`src/rtl/piso_scan_reader_if.sv`:
```
// Bundle between the scan reader, the external PISO register and the consumer.
// master = reader side, slave = register/consumer side.
interface piso_scan_reader_if #(
  parameter int BITS = 8
);
  logic            START;
  logic            CONT;
  logic            SH_LD;
  logic            CLK_INH;
  logic            QH;
  logic            QHb;
  logic [BITS-1:0] DATA;
  logic            VALID;
  logic            READY;
  logic            BUSY;
  logic            ERR;
  logic            ERR_CLR;

  modport master (
    input  START, CONT, QH, QHb, READY, ERR_CLR,
    output SH_LD, CLK_INH, DATA, VALID, BUSY, ERR
  );

  modport slave (
    output START, CONT, QH, QHb, READY, ERR_CLR,
    input  SH_LD, CLK_INH, DATA, VALID, BUSY, ERR
  );
endinterface

```
`src/rtl/piso_scan_reader.sv`:
```
// Drives SH_LD/CLK_INH of a cascaded PISO shift register, reassembles the
// serial word from QH and hands it out over VALID/READY.
module piso_scan_reader #(
  parameter int BITS     = 8,
  parameter int LOAD_CYC = 1,
  parameter int GAP      = 0
) (
  input logic                CLK,
  input logic                RST_N,
  piso_scan_reader_if.master bus
);

  localparam int CW = $clog2(BITS + 1);
  localparam logic [CW-1:0] BIT_LAST = CW'(BITS - 1);
  localparam logic [3:0]    LD_LAST  = 4'(LOAD_CYC - 1);
  localparam logic [7:0]    GAP_LAST = 8'(GAP - 1);

  typedef enum logic [2:0] {
    S_IDLE,
    S_LOAD,
    S_SETTLE,
    S_SHIFT,
    S_HOLD,
    S_GAP
  } state_t;

  state_t          r_state;
  logic [CW-1:0]   r_bit;
  logic [3:0]      r_ld;
  logic [7:0]      r_gap;
  logic [BITS-1:0] r_data;
  logic            r_sh_ld;
  logic            r_clk_inh;
  logic            r_valid;
  logic            r_busy;
  logic            r_err;
  logic            w_err_hit;

  assign w_err_hit = (r_state == S_SHIFT) &&
                     (bus.QH == bus.QHb);

  always_ff @(posedge CLK or negedge RST_N) begin
    if (!RST_N) begin
      r_state   <= S_IDLE;
      r_bit     <= '0;
      r_ld      <= '0;
      r_gap     <= '0;
      r_data    <= '0;
      r_sh_ld   <= 1'b1;
      r_clk_inh <= 1'b1;
      r_valid   <= 1'b0;
      r_busy    <= 1'b0;
      r_err     <= 1'b0;
    end else begin
      // a fault seen on the same edge as a clear must not be lost
      if (w_err_hit)
        r_err <= 1'b1;
      else if (bus.ERR_CLR)
        r_err <= 1'b0;

      unique case (r_state)
        S_IDLE: begin
          if (bus.START || bus.CONT) begin
            r_state <= S_LOAD;
            r_sh_ld <= 1'b0;
            r_busy  <= 1'b1;
          end
        end
        S_LOAD: begin
          if (r_ld == LD_LAST) begin
            r_ld    <= '0;
            r_state <= S_SETTLE;
            r_sh_ld <= 1'b1;
          end else begin
            r_ld <= r_ld + 4'd1;
          end
        end
        S_SETTLE: begin
          r_state   <= S_SHIFT;
          r_clk_inh <= 1'b0;
        end
        S_SHIFT: begin
          r_data <= {r_data[BITS-2:0], bus.QH};
          if (r_bit == BIT_LAST) begin
            r_bit     <= '0;
            r_state   <= S_HOLD;
            r_clk_inh <= 1'b1;
            r_valid   <= 1'b1;
          end else begin
            r_bit <= r_bit + 1'b1;
          end
        end
        S_HOLD: begin
          if (bus.READY) begin
            r_valid <= 1'b0;
            if (!bus.CONT) begin
              r_state <= S_IDLE;
              r_busy  <= 1'b0;
            end else if (GAP > 0) begin
              r_state <= S_GAP;
            end else begin
              r_state <= S_LOAD;
              r_sh_ld <= 1'b0;
            end
          end
        end
        S_GAP: begin
          if (r_gap == GAP_LAST) begin
            r_gap   <= '0;
            r_state <= S_LOAD;
            r_sh_ld <= 1'b0;
          end else begin
            r_gap <= r_gap + 8'd1;
          end
        end
        default: begin
          r_state   <= S_IDLE;
          r_sh_ld   <= 1'b1;
          r_clk_inh <= 1'b1;
          r_busy    <= 1'b0;
        end
      endcase
    end
  end

  assign bus.SH_LD   = r_sh_ld;
  assign bus.CLK_INH = r_clk_inh;
  assign bus.DATA    = r_data;
  assign bus.VALID   = r_valid;
  assign bus.BUSY    = r_busy;
  assign bus.ERR     = r_err;

endmodule

```
`src/flat_wrapper.sv`:
```
// flat-port wrapper written by rule: the top's interface ports become plain ports
module piso_scan_reader_flat 
#(
  parameter int BITS     = 8,
  parameter int LOAD_CYC = 1,
  parameter int GAP      = 0
)
  (CLK, RST_N, bus_START, bus_CONT, bus_QH, bus_QHb, bus_READY, bus_ERR_CLR, bus_SH_LD, bus_CLK_INH, bus_DATA, bus_VALID, bus_BUSY, bus_ERR);
  piso_scan_reader_if #(.BITS(BITS)) bus_i ();
  input logic CLK;
  input logic RST_N;
  input wire logic [$bits(bus_i.START)-1:0] bus_START;
  input wire logic [$bits(bus_i.CONT)-1:0] bus_CONT;
  input wire logic [$bits(bus_i.QH)-1:0] bus_QH;
  input wire logic [$bits(bus_i.QHb)-1:0] bus_QHb;
  input wire logic [$bits(bus_i.READY)-1:0] bus_READY;
  input wire logic [$bits(bus_i.ERR_CLR)-1:0] bus_ERR_CLR;
  output wire logic [$bits(bus_i.SH_LD)-1:0] bus_SH_LD;
  output wire logic [$bits(bus_i.CLK_INH)-1:0] bus_CLK_INH;
  output wire logic [$bits(bus_i.DATA)-1:0] bus_DATA;
  output wire logic [$bits(bus_i.VALID)-1:0] bus_VALID;
  output wire logic [$bits(bus_i.BUSY)-1:0] bus_BUSY;
  output wire logic [$bits(bus_i.ERR)-1:0] bus_ERR;
  assign bus_i.START = bus_START;
  assign bus_i.CONT = bus_CONT;
  assign bus_i.QH = bus_QH;
  assign bus_i.QHb = bus_QHb;
  assign bus_i.READY = bus_READY;
  assign bus_i.ERR_CLR = bus_ERR_CLR;
  assign bus_SH_LD = bus_i.SH_LD;
  assign bus_CLK_INH = bus_i.CLK_INH;
  assign bus_DATA = bus_i.DATA;
  assign bus_VALID = bus_i.VALID;
  assign bus_BUSY = bus_i.BUSY;
  assign bus_ERR = bus_i.ERR;
  piso_scan_reader #(.BITS(BITS), .LOAD_CYC(LOAD_CYC), .GAP(GAP)) u_core (.CLK(CLK), .RST_N(RST_N), .bus(bus_i));
endmodule
```
`config.mk`:
```
export PLATFORM = sky130hd
export DESIGN_NAME = piso_scan_reader_flat
export DESIGN_NICKNAME = d
export VERILOG_FILES = /design/src/rtl/piso_scan_reader_if.sv /design/src/rtl/piso_scan_reader.sv /design/src/flat_wrapper.sv
export SDC_FILE = /design/constraint.sdc
export NUM_CORES = 1
export LEC_CHECK = 0
export BUFFER_PORTS_ARGS = -buffer_cell sky130_fd_sc_hd__buf_2
export CORE_ASPECT_RATIO = 0.7
export CORE_UTILIZATION = 56
export DETAILED_ROUTE_END_ITERATION = 10
export GPL_TIMING_DRIVEN = 0
export HOLD_SLACK_MARGIN = 0.06
export PLACE_DENSITY = 0.78
export SYNTH_ARGS = -nofsm -noshare
export SYNTH_HDL_FRONTEND = slang
export SYNTH_SLANG_ARGS = --single-unit
```
`constraint.sdc`:
```
create_clock -name CLK -period 1.8 [get_ports CLK]
set_input_delay 0.27 -clock CLK [delete_from_list [all_inputs] [get_ports CLK]]
set_output_delay 0.27 -clock CLK [all_outputs]
set_load 0.03 [all_outputs]
```
==> impl_metrics.tcl <==
set metrics [dict create \
    cts_buffers 5 \
    synth_top_area_frac 0.4959 \
    slew_viol_final 0 \
    grt_pass1_vias 1049 \
    hold-worst-slack_ps 196.6 \
    setup_tns_ps 0 \
    first_pass_iters 4 \
    row_count 15 \
    synth_seq_cells 32 \
    syn_inst 158 \
    reg2reg_depth 6 \
    drt_wl_total_um 2819 \
    fmax_ghz 0.6458 \
    vias 1194 \
    clk_pin_slew_ps 60 \
    fin_skew_ps 2.556 \
    crit_end "u_core.r_gap[5]" \
    io_pins 21 \
    min_period_ps 1549 \
    synth_fp_nets 170 \
    root_buffer "clkbuf_8" \
    routedWlPerCell_um 12.76 \
    antenna_found_initial 0 \
    grt_usage 0.2166 \
    post_cts_buffers 0 \
    async_flop_share 1.000 \
    initial_core_util 0.6020 \
    yosys.cell_count.top_type "nand2_1" \
    ys_seq_area_frac 0.5306 \
    final_nets 198 \
    grt_max_degree 33 \
    fillers 217 \
    yosys-top-cells-area "dfrtp_1 (50%), nand2_1 (11%), dfstp_2 (3.5%)" \
    ys.flop_type "dfrtp_1" \
    ir_drop_mv 0.6826 \
    p_leak_nw 0.8740 \
    htreeDepth 2 \
    clk_latency_ps 280 \
    via_per_inst 5.403 \
    cts_buffer_depth 2 \
    worst-path-max-fanout 10 \
    hold_violations 0 \
    drive_gt1_frac 0.1872 \
    cts_tree "built" \
    reg2reg_slack_ps 250 \
    crit_path_start "u_core.r_state[1]" \
    r2r-start "u_core.r_state[1]" \
    antenna_cells 0 \
    hpwl_um 1991 \
    ys_top_cells_by_count "nand2_1 (45), dfrtp_1 (30), o21ai_0 (9)" \
    hp-class "primary input to register" \
    cts.sinks 32 \
    required_ps 2000 \
    relSlewSlack 0.5390 \
    rsz0062_at_grt "false" \
    avgSynthCellArea_um2 9.582 \
    crit_type "register to register" \
    met1_length_um 1359 \
    die-height_um 45.50 \
    min_period_over_period 0.8603 \
    cp-start-kind "register" \
    core_um2 2515 \
    tightest_slew_ps 691.5 \
    syn-cell-area_um2 1514 \
    synth_edf_count 0 \
    status "finished clean" \
    dr_wl_met3_um 102 \
    synth.distinct_cells 38 \
    die_area_um2 2919 \
    worst_setup_path_end_kind "register" \
    place.gp.congestion 0.8066 \
    top_layer_used "met4" \
    setup_violations 0 \
    crit_arrival_ps 1750 \
    yosysWarnings 0 \
    drv_cap 0 \
    die_x_um 64.15 \
    regToRegEndpoint "u_core.r_gap[5]" \
    overflow 0 \
    drc 0 \
    antenna_left 0 \
    powerDensity_nw_per_um2 741.4 \
    synth_top_cell_by_area "dfrtp_1" \
    areaGrowthSynthToFinish_pct 16.03 \
    route.met2.wl_um 1319 \
    port_buffers 20 \
    grt_pass1_wl_um 4526 \
    holdPathStages 2 \
    drt_iter0_drc 47 \
]
metrics by stage:
step | instances | utilization | cell area, µm² | total power, mW | worst slack [ps]
4_1_cts | 221 | 0.6985 | 1757 | 1.317 | 75.27
3_5_place_dp | 212 | 0.6587 | 1657 | 0.7609 | 103.5
3_3_place_gp | 212 | 0.6587 | 1657 | 0.7600 | 113.5
6_report | 221 | 0.6985 | 1757 | 1.302 | 251.4
2_1_floorplan | 158 | - | 1514 | 0.7377 | 370.5
5_1_grt | 221 | 0.6985 | 1757 | 1.339 | 147.4
sequential cells by signal (all words and copies together) (netlist names):
name / count
u_core.bus.BUSY: 1
u_core.r_bit: 4
u_core.bus.DATA: 8
u_core.r_gap: 8
u_core.r_state: 3
u_core.bus.SH_LD: 1
u_core.bus.VALID: 1
u_core.bus.CLK_INH: 1
u_core.bus.ERR: 1
u_core.r_ld: 4
placed cells by master, fill, tap and decap left out, drive strengths merged:
cell	count
a21boi	1
a21o	2
a21oi	4
a22o	1
a22oi	1
a31oi	1
and3b	2
buf	23
clkbuf	11
dfrtp	30
dfstp	2
dlygate4sd3	1
ha	4
inv	4
mux2	1
mux2i	3
nand2	45
nand2b	1
nand3	6
nand3b	1
nand4	4
nor2	8
nor2b	2
nor3	3
nor3b	2
o2111ai	1
o21a	1
o21ai	9
o221ai	1
o22ai	1
or2	1
or3	1
or4	1
xnor2	5
xor2	3
area by class of cell:
class,count,area [µm²],share of cell area
buffer,6,35.03,0.01994
clock buffer,8,90.09,0.05128
inverter,4,15.01,0.008547
multi-input combinational,116,660.6,0.3761
sequential,32,803.3,0.4573
tap,34,42.54,0.02422
timing repair buffer,21,110.1,0.06268
worst min-delay path by stage:
stage | end | from | slack [ps]
floorplan | u_core.bus.BUSY | RST_N | -30
global placement | u_core.bus.DATA[7] | RST_N | 340
detailed placement | u_core.bus.DATA[6] | RST_N | 350
CTS | u_core.bus.ERR | bus_ERR_CLR | 190
global route | u_core.bus.ERR | bus_ERR_CLR | 200
finish | u_core.bus.ERR | bus_ERR_CLR | 200
cell families after synthesis:
| group | Yosys count | synth area share |
|---|---|---|
| AOI/OAI and AO/OA | 23 | 0.09340 |
| xor gates and xnor gates | 8 | 0.04628 |
| adders and majority gates | 4 | 0.03306 |
| buffers and inverters | 10 | 0.03305 |
| DFF | 32 | 0.5306 |
| muxes | 4 | 0.02727 |
| and+or+nand+nor | 77 | 0.2364 |
timing repair:
item                       4_1_cts  5_1_grt
setup endpoints to repair        0        2
resized for setup                0        2
hold endpoints to repair        30        0
hold buffers                     1        0
layer usage:
metal	vias up	track usage
met3	7	0.06750
met2	30	0.3404
met5	-	0
met1	568	0.2685
li1	589	-
met4	0	0.1333
critical path, stage by stage (launching register included):
cell	delay (ps)
dfrtp_1	380
buf_6	140
and3b_1	200
buf_4	140
nand3_2	100
or3_1	350
a21oi_1	160
report_power, final:
part | switching (mW) | leakage [nW] | internal (mW)
combinational | 0.0193 | 0.424 | 0.00981
sequential | 0.0000000000000000326 | 0.405 | 0.720
clock | 0.242 | 0.0455 | 0.311
Power figures use the tool's default switching activity.
